$ cat config.mk
export PLATFORM = sky130hd
export DESIGN_NAME = axi_read_flat
export DESIGN_NICKNAME = d
export VERILOG_FILES = /design/src/rtl/axi_read_if.sv /design/src/rtl/axi_read.sv /design/src/flat_wrapper.sv
export SDC_FILE = /design/constraint.sdc
export NUM_CORES = 1
export LEC_CHECK = 0
export ABC_AREA = 1
export ABC_CLOCK_PERIOD_IN_PS = 1400
export BUFFER_PORTS_ARGS = -buffer_cell sky130_fd_sc_hd__buf_4
export CORE_UTILIZATION = 49
export CTS_BUF_LIST = sky130_fd_sc_hd__clkbuf_4 sky130_fd_sc_hd__clkbuf_8
export DETAILED_ROUTE_END_ITERATION = 16
export GPL_TIMING_DRIVEN = 1
export HOLD_SLACK_MARGIN = 0.02
export PLACE_DENSITY = 0.81
export SYNTH_ARGS = -nofsm -noshare
export SYNTH_HDL_FRONTEND = slang
export SYNTH_SLANG_ARGS = --single-unit
$ cat constraint.sdc
create_clock -name clk -period 1.4 [get_ports clk]
set_clock_uncertainty 0.05 [all_clocks]
set_input_delay 0.07 -clock clk [delete_from_list [all_inputs] [get_ports clk]]
set_output_delay 0.07 -clock clk [all_outputs]
set_load 0.03 [all_outputs]
$ cat src/rtl/axi_read_if.sv
`default_nettype none
// +------------------------------------------------------------------+
// | Module   : axi_read_if                                           |
// | Purpose  : AXI-Lite read-channel bundle (AR + R) for axi_read     |
// | Revision : 1.0                                                    |
// +------------------------------------------------------------------+
interface axi_read_if #(
  parameter int ADDR_W = 32,
  parameter int DATA_W = 32
);
  logic [ADDR_W-1:0] ar_addr;
  logic [2:0]        ar_prot;
  logic              ar_valid;
  logic              ar_ready;
  logic [DATA_W-1:0] r_data;
  logic [1:0]        r_resp;
  logic              r_valid;
  logic              r_ready;

  modport master (
    output ar_addr, ar_prot, ar_valid, r_ready,
    input  ar_ready, r_data, r_resp, r_valid
  );

  modport slave (
    input  ar_addr, ar_prot, ar_valid, r_ready,
    output ar_ready, r_data, r_resp, r_valid
  );
endinterface
`default_nettype wire

$ cat src/rtl/axi_read.sv
`default_nettype none
// +------------------------------------------------------------------+
// | Module   : axi_read                                              |
// | Purpose  : AXI-Lite single-word read master shared by maestro     |
// |            (high priority) and control FSM (low priority).        |
// | Option   : AXI_READ_ANTISTARVE_EN - bounded maestro streaks.      |
// | Revision : 1.0                                                    |
// +------------------------------------------------------------------+
module axi_read #(
  parameter int ADDR_W     = 32,
  parameter int DATA_W     = 32,
  parameter int STREAK_MAX = 4
) (
  input  logic              clk,
  input  logic              rst_n,
  // maestro requester
  input  logic [ADDR_W-1:0] maestro_adress_i,
  input  logic              maestro_req_i,
  output logic              maestro_ack_o,
  output logic [DATA_W-1:0] maestro_data_o,
  output logic              maestro_valid_o,
  output logic              maestro_err_o,
  // control FSM requester
  input  logic [ADDR_W-1:0] fsm_adress_i,
  input  logic              fsm_req_i,
  output logic              fsm_ack_o,
  output logic [DATA_W-1:0] fsm_data_o,
  output logic              fsm_valid_o,
  output logic              fsm_err_o,
  // AXI-Lite read channels
  axi_read_if.master        axi
);

  typedef enum logic [1:0] {
    IDLE = 2'd0,
    ADDR = 2'd1,
    DATA = 2'd2
  } state_t;

  state_t            r_state;
  logic              r_grant_fsm;
  logic [ADDR_W-1:0] r_ar_addr;
  logic              r_ar_valid;
  logic              r_r_ready;

  logic              r_maestro_ack;
  logic              r_maestro_valid;
  logic              r_maestro_err;
  logic [DATA_W-1:0] r_maestro_data;
  logic              r_fsm_ack;
  logic              r_fsm_valid;
  logic              r_fsm_err;
  logic [DATA_W-1:0] r_fsm_data;

  logic              w_any_req;
  logic              w_pick_fsm;
  logic              w_r_fire;

  assign w_any_req = maestro_req_i | fsm_req_i;
  assign w_r_fire  = axi.r_valid & r_r_ready;

`ifdef AXI_READ_ANTISTARVE_EN
  localparam int STREAK_W = $clog2(STREAK_MAX + 1);

  logic [STREAK_W-1:0] r_streak;
  logic                w_streak_full;

  // Once the maestro has won STREAK_MAX times in a row against a waiting
  // FSM, the FSM takes the next contested slot.
  assign w_streak_full = (r_streak == STREAK_W'(STREAK_MAX));
  assign w_pick_fsm    = fsm_req_i & (~maestro_req_i | w_streak_full);

  always_ff @(posedge clk or negedge rst_n) begin
    if (!rst_n) begin
      r_streak <= '0;
    end else if (r_state == IDLE && w_any_req) begin
      if (w_pick_fsm || !fsm_req_i) begin
        r_streak <= '0;
      end else begin
        r_streak <= r_streak + 1'b1;
      end
    end
  end
`else
  assign w_pick_fsm = fsm_req_i & ~maestro_req_i;
`endif

  always_ff @(posedge clk or negedge rst_n) begin
    if (!rst_n) begin
      r_state         <= IDLE;
      r_grant_fsm     <= 1'b1;
      r_ar_addr       <= '0;
      r_ar_valid      <= 1'b0;
      r_r_ready       <= 1'b0;
      r_maestro_ack   <= 1'b0;
      r_maestro_valid <= 1'b0;
      r_maestro_err   <= 1'b0;
      r_maestro_data  <= '0;
      r_fsm_ack       <= 1'b0;
      r_fsm_valid     <= 1'b0;
      r_fsm_err       <= 1'b0;
      r_fsm_data      <= '0;
    end else begin
      r_maestro_ack   <= 1'b0;
      r_fsm_ack       <= 1'b0;
      r_maestro_valid <= 1'b0;
      r_fsm_valid     <= 1'b0;

      unique case (r_state)
        IDLE: begin
          if (w_any_req) begin
            r_grant_fsm   <= w_pick_fsm;
            r_ar_addr     <= w_pick_fsm ? fsm_adress_i : maestro_adress_i;
            r_ar_valid    <= 1'b1;
            r_maestro_ack <= ~w_pick_fsm;
            r_fsm_ack     <= w_pick_fsm;
            r_state       <= ADDR;
          end
        end

        ADDR: begin
          if (axi.ar_ready) begin
            r_ar_valid <= 1'b0;
            r_r_ready  <= 1'b1;
            r_state    <= DATA;
          end
        end

        DATA: begin
          // Only the granted requester's result registers move; the other
          // side keeps its last completion.
          if (w_r_fire) begin
            if (r_grant_fsm) begin
              r_fsm_data  <= axi.r_data;
              r_fsm_err   <= axi.r_resp[1];
              r_fsm_valid <= 1'b1;
            end else begin
              r_maestro_data  <= axi.r_data;
              r_maestro_err   <= axi.r_resp[1];
              r_maestro_valid <= 1'b1;
            end
            r_r_ready <= 1'b0;
            r_state   <= IDLE;
          end
        end

        default: begin
          r_ar_valid <= 1'b0;
          r_r_ready  <= 1'b0;
          r_state    <= IDLE;
        end
      endcase
    end
  end

  assign axi.ar_addr  = r_ar_addr;
  assign axi.ar_prot  = 3'b000;
  assign axi.ar_valid = r_ar_valid;
  assign axi.r_ready  = r_r_ready;

  assign maestro_ack_o   = r_maestro_ack;
  assign maestro_data_o  = r_maestro_data;
  assign maestro_valid_o = r_maestro_valid;
  assign maestro_err_o   = r_maestro_err;
  assign fsm_ack_o       = r_fsm_ack;
  assign fsm_data_o      = r_fsm_data;
  assign fsm_valid_o     = r_fsm_valid;
  assign fsm_err_o       = r_fsm_err;

  // r_resp[0] only separates OKAY/EXOKAY and SLVERR/DECERR; bit 1 flags errors.
  logic w_unused_ok;
  assign w_unused_ok = &{1'b0, axi.r_resp[0], (STREAK_MAX != 0)};

endmodule
`default_nettype wire

$ cat src/flat_wrapper.sv
// flat-port wrapper written by rule: the top's interface ports become plain ports
module axi_read_flat 
#(
  parameter int ADDR_W     = 32,
  parameter int DATA_W     = 32,
  parameter int STREAK_MAX = 4
)
  (clk, rst_n, maestro_adress_i, maestro_req_i, maestro_ack_o, maestro_data_o, maestro_valid_o, maestro_err_o, fsm_adress_i, fsm_req_i, fsm_ack_o, fsm_data_o, fsm_valid_o, fsm_err_o, axi_ar_addr, axi_ar_prot, axi_ar_valid, axi_r_ready, axi_ar_ready, axi_r_data, axi_r_resp, axi_r_valid);
  axi_read_if #(.ADDR_W(ADDR_W), .DATA_W(DATA_W)) axi_i ();
  input  logic clk;
  input  logic rst_n;
  input  logic [ADDR_W-1:0] maestro_adress_i;
  input  logic maestro_req_i;
  output logic maestro_ack_o;
  output logic [DATA_W-1:0] maestro_data_o;
  output logic maestro_valid_o;
  output logic maestro_err_o;
  input  logic [ADDR_W-1:0] fsm_adress_i;
  input  logic fsm_req_i;
  output logic fsm_ack_o;
  output logic [DATA_W-1:0] fsm_data_o;
  output logic fsm_valid_o;
  output logic fsm_err_o;
  output wire logic [$bits(axi_i.ar_addr)-1:0] axi_ar_addr;
  output wire logic [$bits(axi_i.ar_prot)-1:0] axi_ar_prot;
  output wire logic [$bits(axi_i.ar_valid)-1:0] axi_ar_valid;
  output wire logic [$bits(axi_i.r_ready)-1:0] axi_r_ready;
  input wire logic [$bits(axi_i.ar_ready)-1:0] axi_ar_ready;
  input wire logic [$bits(axi_i.r_data)-1:0] axi_r_data;
  input wire logic [$bits(axi_i.r_resp)-1:0] axi_r_resp;
  input wire logic [$bits(axi_i.r_valid)-1:0] axi_r_valid;
  assign axi_ar_addr = axi_i.ar_addr;
  assign axi_ar_prot = axi_i.ar_prot;
  assign axi_ar_valid = axi_i.ar_valid;
  assign axi_r_ready = axi_i.r_ready;
  assign axi_i.ar_ready = axi_ar_ready;
  assign axi_i.r_data = axi_r_data;
  assign axi_i.r_resp = axi_r_resp;
  assign axi_i.r_valid = axi_r_valid;
  axi_read #(.ADDR_W(ADDR_W), .DATA_W(DATA_W), .STREAK_MAX(STREAK_MAX)) u_core (.clk(clk), .rst_n(rst_n), .maestro_adress_i(maestro_adress_i), .maestro_req_i(maestro_req_i), .maestro_ack_o(maestro_ack_o), .maestro_data_o(maestro_data_o), .maestro_valid_o(maestro_valid_o), .maestro_err_o(maestro_err_o), .fsm_adress_i(fsm_adress_i), .fsm_req_i(fsm_req_i), .fsm_ack_o(fsm_ack_o), .fsm_data_o(fsm_data_o), .fsm_valid_o(fsm_valid_o), .fsm_err_o(fsm_err_o), .axi(axi_i));
endmodule
==> reports/results.ini, run 1 <==
[run_status]
status=finished, violations left
failed_checks=negative hold slack

[synth]
synth_common_cells=nand2_1 (334), dfrtp_1 (106), nand3_1 (67), buf_2 (13), buf_4 (11)
syn_area_per_cell_um2=8.19
synth-simple-area-share_pct=36.1
yosysMostFrequentCell=nand2_1
synthTopCellsByArea=dfrtp_1 (57%), nand2_1 (27%), nand3_1 (7.2%)
yosys_warnings=0
ys_seq_area_share_pct=57.9
synth_top_cell_by_area=dfrtp_1
synth_xor_area_share_pct=0
ys_seq_elements=107
synthArstFlopShare_pct=100
syn_inst=565
ys.flop_type=dfrtp_1
synth_edf_count=0
synth.mux.area_fraction_pct=0
synth_fa_ha_area_share_pct=0
synth_compound_area_share_pct=0.568
ys_types=21
synth_top_area_share_pct=57.3
synth_top_family_by_area=simple AND/OR/NAND/NOR gates
syn_area_mm2=0.00463

[placed_design]
place_congestion=0.808
hpwl_um=9000
io_buffers=206

[power]
p_leak_nw=4.23
power_density_mw_per_mm2=1980
p_total_mw=14.8
max-vdd-ir-drop_uv=1210

[drt]
avgRoutedWirePerCell_um=15.7
drtAntennaViolNets=0
routed-via-count=5062
detail_route.first_pass.iterations=4
viasPerCell=5.16
wirelength_um=15400
drc=0
dr.first_iter.drc_count=252

[setup_path]
startpoint=maestro_adress_i[18]
crit_type=input port to flip-flop
critPathLaunchType=input port
crit_required_ns=1.60
reg2reg_from=u_core.r_grant_fsm
worstPathArrival_ns=1.58
crit_fanout=1
worstRegToRegCells=5
r2r_end=u_core.fsm_data_o[18]
ff2ff_setup_slack_ns=0.05
end_kind=flip-flop

[cts]
cts_buffers=9
cts_tree=done
clock-sinks=107
cts_root_buffer=clkbuf_8
cts_htree_levels=3
clk_latency_ns=0.35
clock_path_buffers=2
clkTransAtPathRegs_ns=0.09

[grt]
grt_overflow_total=0
grt_use_total_pct=32.5
antenna_found_initial=0
grt_pass1_vias=5167
grt_pass1_wl_um=25000
grt_max_degree=53

[sta]
max_freq_mhz=724
whs_ns=-0.00408
drv_slew=0
grt_setup_unrepaired=true
final-hold-violation-count=1
setup_viol=0
setup_tns_ns=0
fin_crit_ns=1.38
period_share_pct=98.7

[final_layout]
drive_gt1_share_pct=29.0
layout-area-overhead-vs-synth_pct=62.2
final_util_pct=81.6
layout.nets=970
antenna_cells=0

[floorplanning]
dieArea_mm2=0.00984
fp.coreArea_mm2=0.00920
die_x_um=99.2
ios=211
start_util_pct=50.3
rows=35
die_height_um=99.2

[worst_hold_path]
holdCritPathClass=input port to flip-flop
hold_end=u_core.axi.ar_addr[11]
holdCritStartpoint=fsm_adress_i[11]
hold_path_depth=5

[flow_run]
maxCapViolCount=0

routing by layer:
metal  GRT usage, %  vias up  share of wire, %
li1               -     2340                 -
met2           57.8      311                50
met4           13.6        0               3.1
met5              0        -                 0
met1           38.1     2360                38
met3           7.24       51               8.9
stage by stage:
stage          instance area (µm²)  cells  setup slack (ns)
3_3_place_gp                  6310    867           -0.0124
4_1_cts                       7530    985            0.0161
6_report                      7510    981            0.0182
2_1_floorplan                 4640    567            0.0431
5_1_grt                       7510    981          -0.00510
3_5_place_dp                  6310    867           -0.0869
area by class of cell:
type                       instances  area [µm²]
fill                             556        1690
timing repair buffer             322        2750
sequential                       107        2680
clock buffer                       9         124
tap                              111         139
inverter                           6        25.0
clock inverter                     6        65.1
multi-input combinational        420        1720
flip-flops by register name, indices dropped and copies added (netlist names):
signal and cells:
u_core.axi.ar_addr 32, u_core.fsm_data_o 32, u_core.maestro_data_o 32, u_core.r_state 2, u_core.axi.ar_valid 1, u_core.axi.r_ready 1
u_core.fsm_ack_o 1, u_core.fsm_err_o 1, u_core.fsm_valid_o 1, u_core.maestro_ack_o 1, u_core.maestro_err_o 1, u_core.maestro_valid_o 1
u_core.r_grant_fsm 1
worst max-delay path by stage:
| stage | slack [ns] | to |
|---|---|---|
| 6_report | 0.02 | u_core.axi.ar_addr[18] |
| 5_1_grt | -0.005 | u_core.axi.ar_addr[2] |
| 4_1_cts | 0.02 | u_core.fsm_data_o[3] |
| 3_5_place_dp | -0.09 | u_core.maestro_data_o[31] |
| 3_3_place_gp | -0.01 | u_core.maestro_data_o[12] |
| 2_1_floorplan | 0.04 | u_core.maestro_data_o[10] |
report_power, final:
group          internal (mW)  switching [mW]
Clock                  0.826            1.03
Sequential              4.40           0.862
Combinational           2.83            4.90
cell usage in the layout (no fill, tap or decap), types with 3 or more instances in the layout:
master / n
buf_12: 7
conb_1: 3
nor2_4: 3
dlygate4sd3_1: 98
clkbuf_8: 9
nand3_1: 66
nor2_1: 5
buf_4: 217
nand2_1: 334
inv_1: 4
dfrtp_1: 105
repair_timing:
action                                  in CTS  in global routing
cloned                                       0                  0
endpoints found under the hold margin      210                  0
hold buffers                               102                  0
endpoints found under the setup margin      33                 61
buffers inserted                             1                  0
pin swaps                                    1                  0
resized for setup                            0                  3
logic make-up after synthesis:
logic type / count (synthesis)
AO/OA/AOI/OAI: 4
buffers and inverters: 40
flip-flops: 107
other: 1
AND/OR/NAND/NOR: 413
worst max-delay path: stages:
cell	delay (ns)
dlygate4sd3_1	0.54
buf_4	0.14
nand2_1	0.07
nand2_1	0.09
dlygate4sd3_1	0.57
nand2_1	0.06
nand2_1	0.04
Note: power is estimated with default switching activity, not from simulation.
==> run 2, diff against run 1 <==
--- a/config.mk
+++ b/config.mk
@@ -6,7 +6,7 @@
 export NUM_CORES = 1
 export LEC_CHECK = 0
 export ABC_AREA = 1
-export ABC_CLOCK_PERIOD_IN_PS = 1400
+export ABC_CLOCK_PERIOD_IN_PS = 1540
 export BUFFER_PORTS_ARGS = -buffer_cell sky130_fd_sc_hd__buf_4
 export CORE_UTILIZATION = 49
 export CTS_BUF_LIST = sky130_fd_sc_hd__clkbuf_4 sky130_fd_sc_hd__clkbuf_8
==> constraint.sdc (replaced) <==
create_clock -name clk -period 1.54 [get_ports clk]
set_clock_uncertainty 0.05 [all_clocks]
set_input_delay 0.077 -clock clk [delete_from_list [all_inputs] [get_ports clk]]
set_output_delay 0.077 -clock clk [all_outputs]
set_load 0.03 [all_outputs]
==> run 2 against run 1 <==
  * The flow now finishes without violations
  * Hold slack better by 0.080 ns
  * Sequential power down 9.5%
  * Combinational power down 10%
  * Cell count down 0.10%
  * Cell area down 0.72%
  * Sequential cell count unchanged
  * Largest power group unchanged
  * Worst setup slack better by 0.038 ns
==> reports/results.ini, run 2 (synthesis results as in run 1) <==
[cts]
clock-sinks=107  ; unchanged
cts_tree=done
post-cts-setup-buffers=0  ; -1
cts_buffers=9  ; unchanged
clk_latency_ns=0.34  ; about the same
cts_htree_levels=3  ; unchanged
clock_path_buffers=2  ; unchanged
clkTransAtPathRegs_ns=0.08  ; about the same
cts_root_buffer=clkbuf_8

[setup_path]
worstPathArrival_ns=1.67  ; +0.09 ns
worstRegToRegCells=6  ; +1
critPathLaunchType=input port
end_kind=flip-flop
crit_required_ns=1.73  ; +0.13 ns
crit_type=input port to flip-flop
crit_fanout=33  ; +32

[power]
max-vdd-ir-drop_uv=1050  ; -13%
power_density_mw_per_mm2=1790  ; -9.6%
p_total_mw=13.3  ; -10%
p_leak_nw=4.22  ; -0.28%

[sta]
setup_tns_ns=0  ; unchanged
period_share_pct=96.3
fin_crit_ns=1.48
grt_setup_unrepaired=false
final-hold-violation-count=0  ; -1
setup_viol=0  ; unchanged
drv_slew=0  ; unchanged
max_freq_mhz=674

[floorplanning]
start_util_pct=50.3  ; unchanged
die_x_um=99.2  ; unchanged
rows=35  ; unchanged
die_height_um=99.2  ; unchanged
ios=211  ; unchanged
fp.coreArea_mm2=0.00920  ; unchanged
dieArea_mm2=0.00984  ; unchanged

[grt]
grt_use_total_pct=32.4  ; -0.086 points
grt_pass1_wl_um=24700  ; -1.0%
grt_max_degree=61  ; +15%
antenna_found_initial=1  ; +1
grt_overflow_total=0  ; unchanged
grt_pass1_vias=5116  ; -0.99%

[final_layout]
stdcell_area_mm2=0.00745  ; -0.72%
final_common_cell=nand2_1
layout-area-overhead-vs-synth_pct=61.0
layout.nets=967  ; -0.31%
drive_gt1_share_pct=28.3  ; -0.62 points
final_cell_mix=nand2_1 (334), buf_4 (213), dfrtp_1 (106)

[drt]
detail_route.first_pass.iterations=5  ; +1
routed-via-count=5140  ; +1.5%
drc=0  ; unchanged
drtAntennaViolNets=0  ; unchanged
avgRoutedWirePerCell_um=16.1  ; +3.0%
wirelength_um=15800  ; +2.9%
dr.first_iter.drc_count=252  ; unchanged
viasPerCell=5.24  ; +1.6%

[worst_hold_path]
hold_path_depth=3  ; -2
holdCritPathClass=input port to flip-flop

[run_status]
status=finished clean

[placed_design]
hpwl_um=8660  ; -3.8%
io_buffers=206  ; unchanged
place_area_mm2=0.00626  ; -0.87%
place_congestion=0.786  ; -2.6%

[flow_run]
maxCapViolCount=0  ; unchanged

[run 2: timing repair]
item	CTS	global route
hold endpoints to repair	208	0
hold buffers	100	0
setup endpoints to repair	0	1
resized for setup	0	1
[run 2: per-layer routing]
metal  track usage (%)  wire length [µm]
met5                 0                 0
met1              38.0              5850
met2              56.5              7760
met3              7.17              1540
met4              16.1               668
[run 2: area by class of cell]
class,instances,area [µm²]
repair buffers,319,2710
flip-flops and latches,107,2680
fillers,520,1740
multi-input cells,420,1710
clock buffers,12,153
well taps,111,139
clock inverters,4,33.8
inverters,6,25.0
diodes,1,2.50
[run 2: worst max-delay path: stages]
cell and delay, ns:
buf_4 0.12, inv_2 0.22, nand2_1 0.08, buf_4 0.25
nand2_1 0.13, nand2_1 0.07, dlygate4sd3_1 0.58, nand2_1 0.08
nand2_1 0.05
[run 2: power breakdown]
part | internal, mW | switching [mW] | leakage [nW]
sequential | 3.99 | 0.762 | 1.38
clock | 0.683 | 0.934 | 0.0940
combinational | 2.50 | 4.45 | 2.75
total | 7.18 | 6.14 | 4.22
[run 2: stage by stage]
stage,setup slack [ns],cells,utilization [%],hold slack (ns)
2_1_floorplan,0.183,567,-,-0.269
3_3_place_gp,0.204,863,68.1,-0.0550
3_5_place_dp,0.171,863,68.1,-0.0468
6_report,0.0564,980,81.0,0.0759
4_1_cts,0.155,979,81.0,0.0726
5_1_grt,0.00218,980,81.0,0.0898
[run 2: worst paths after layout]
path,slack [ns],startpoint,endpoint
worst min register to register,0.43,u_core.fsm_data_o[27],u_core.fsm_data_o[27]
worst min-delay path,0.08,fsm_req_i,u_core.r_grant_fsm
min in group asynchronous,0.11,rst_n,u_core.fsm_data_o[12]
max in group asynchronous,0.64,rst_n,u_core.r_grant_fsm
worst max-delay path,0.06,maestro_req_i,u_core.axi.ar_addr[20]
worst max register to register,0.15,u_core.r_grant_fsm,u_core.fsm_data_o[15]
==> run 3, diff against run 2 <==
--- a/config.mk
+++ b/config.mk
@@ -8,12 +8,12 @@
 export ABC_AREA = 1
 export ABC_CLOCK_PERIOD_IN_PS = 1540
 export BUFFER_PORTS_ARGS = -buffer_cell sky130_fd_sc_hd__buf_4
-export CORE_UTILIZATION = 49
+export CORE_UTILIZATION = 46
 export CTS_BUF_LIST = sky130_fd_sc_hd__clkbuf_4 sky130_fd_sc_hd__clkbuf_8
 export DETAILED_ROUTE_END_ITERATION = 16
 export GPL_TIMING_DRIVEN = 1
 export HOLD_SLACK_MARGIN = 0.02
-export PLACE_DENSITY = 0.81
+export PLACE_DENSITY = 0.9
 export SYNTH_ARGS = -nofsm -noshare
 export SYNTH_HDL_FRONTEND = slang
 export SYNTH_SLANG_ARGS = --single-unit
==> run 3 against run 2 <==
  * Routed wire length increased by 1.3%
  * Total power is 1.5% higher
  * Fmax rose by 1.3%
==> reports/results.ini, run 3 (synthesis results as in run 1) <==
[cts]
clock_path_buffers=2  ; unchanged
clkTransAtPathRegs_ns=0.10  ; +0.02 ns
clock-sinks=107  ; unchanged
cts_htree_levels=3  ; unchanged
cts_buffers=9  ; unchanged
cts_tree=done
clk_latency_ns=0.35  ; about the same
post-cts-setup-buffers=0  ; unchanged
cts_root_buffer=clkbuf_8

[setup_path]
crit_required_ns=1.74  ; about the same
worstRegToRegCells=6  ; unchanged
critical-path-max-stage-delay_ns=0.58  ; about the same
worstPathArrival_ns=1.66  ; about the same
crit_buf_inv=3  ; -1
crit_type=input port to flip-flop
critPathLaunchType=input port
crit_top_cell=nand2_1
slowest_stage=dlygate4sd3_1
end_kind=flip-flop
cp_top_family=buffers and inverters
r2r_end=u_core.maestro_data_o[19]
path_cells=dlygate4sd3_1, buf_4, nand2_1, nand2_1, dlygate4sd3_1, nand2_1, nand2_1
crit_fanout=1  ; -97%
ff2ff_setup_slack_ns=0.11  ; -0.04 ns
reg2reg_from=u_core.r_state[0]

[final_layout]
antenna_cells=0  ; -1
layout-area-overhead-vs-synth_pct=62.3
stdcell_area_mm2=0.00751  ; +0.82%
fillers=568  ; +9.2%
final_cell_mix=nand2_1 (334), buf_4 (210), dfrtp_1 (106)
layout.nets=966  ; -0.10%
drive_gt1_share_pct=28.2  ; -0.17 points
final_common_cell=nand2_1

[worst_hold_path]
hold_path_depth=5  ; +2
holdCritStartpoint=fsm_adress_i[2]
hold_end=u_core.axi.ar_addr[2]
holdCritPathClass=input port to flip-flop

[sta]
worst_slack_ns=0.0758  ; +0.0194 ns
setup_tns_ns=0  ; unchanged
fin_crit_ns=1.46  ; -0.0194 ns
max_freq_mhz=683  ; +1.3%
period_share_pct=95.1  ; -1.3 points
drv_slew=0  ; unchanged
whs_ns=0.0446  ; -0.0313 ns
setup_viol=0  ; unchanged
grt_setup_unrepaired=false
final-hold-violation-count=0  ; unchanged

[drt]
drc=0  ; unchanged
drtAntennaViolNets=0  ; unchanged
avgRoutedWirePerCell_um=16.0  ; -0.62%
viasPerCell=5.23  ; -0.38%
detail_route.first_pass.iterations=5  ; unchanged
routed-via-count=5220  ; +1.6%
dr.first_iter.drc_count=291  ; +15%
wirelength_um=16000  ; +1.3%

[placed_design]
place_congestion=0.763  ; -3.0%
dp_slack_ns=0.120  ; -0.0506 ns
hpwl_um=8910  ; +2.9%
io_buffers=206  ; unchanged
place_area_mm2=0.00632  ; +0.92%

[grt]
grt_use_total_pct=31.3  ; -1.1 points
grt_pass1_wl_um=25000  ; +1.1%
antenna_found_initial=0  ; -1
grt_pass1_vias=5274  ; +3.1%
grt_max_degree=58  ; -4.9%
grt_overflow_total=0  ; unchanged

[flow_run]
maxCapViolCount=0  ; unchanged

[power]
power_density_mw_per_mm2=1800  ; +0.64%
max-vdd-ir-drop_uv=1200  ; +15%
p_total_mw=13.5  ; +1.5%
p_leak_nw=4.23  ; +0.20%

[floorplanning]
ios=211  ; unchanged
fp.coreArea_mm2=0.00977  ; +6.3%
die_x_um=102  ; +3.1%
start_util_pct=47.4  ; -3.0 points
dieArea_mm2=0.0105  ; +6.4%
rows=36  ; +2.9%
die_height_um=102  ; +3.1%

[run_status]
status=finished clean

run 3: cell types whose count changed in the layout (fill, tap and decap cells not counted), sizes merged:
cell    before  now
buf        219  218
bufinv       0    1
clkbuf      12   11
diode        1    0
inv          7    6
run 3: repair_timing:
action | 4_1_cts | 5_1_grt
gates resized for setup | 0 | 0
hold buffers | 100 | 0
hold endpoints to repair | 210 | 0
run 3: how the worst max path moves through the flow:
stage,endpoint,cells past startpoint,slack [ns],from
after global placement,u_core.fsm_data_o[28],6,0.19,u_core.r_grant_fsm
after detailed placement,u_core.maestro_data_o[19],6,0.12,u_core.r_state[0]
final,u_core.axi.ar_addr[15],7,0.08,maestro_adress_i[15]
after global routing,u_core.maestro_data_o[14],6,0.03,u_core.r_state[0]
after floorplan,u_core.maestro_data_o[10],6,0.18,u_core.axi.r_ready
after CTS,u_core.maestro_data_o[19],6,0.12,u_core.r_state[0]
run 3: worst min-delay path, cell delays in order:
cell     delay [ns]
buf_4          0.08
nand3_1        0.07
nand2_1        0.07
nand2_1        0.07
nand2_1        0.06
run 3: metrics by stage:
step | instances | utilization [%]
global placement | 884 | 64.6
finish | 999 | 76.9
floorplan | 567 | -
global route | 999 | 76.9
CTS | 999 | 76.9
detailed placement | 884 | 64.6
run 3: routing by layer:
layer	GRT usage, %	wire, µm
met1	36.1	5730
met2	54.9	8200
met5	0	0
met3	6.63	1510
met4	15.8	588
run 3: final cells by class:
class	count	area, µm²	share of cell area [%]
Inverter	6	25.0	0.333
Sequential cell	107	2680	35.7
Clock inverter	4	51.3	0.683
Multi-Input combinational cell	420	1710	22.7
Tap cell	133	166	2.21
Clock buffer	11	145	1.93
Timing Repair Buffer	318	2740	36.4
run 3: report_power, final:
group	total (mW)	switching, mW	internal (mW)	leakage, nW
clock	1.72	0.912	0.807	0.0988
combinational	7.03	4.47	2.55	2.76
sequential	4.77	0.776	3.99	1.38
total	13.5	6.16	7.35	4.23
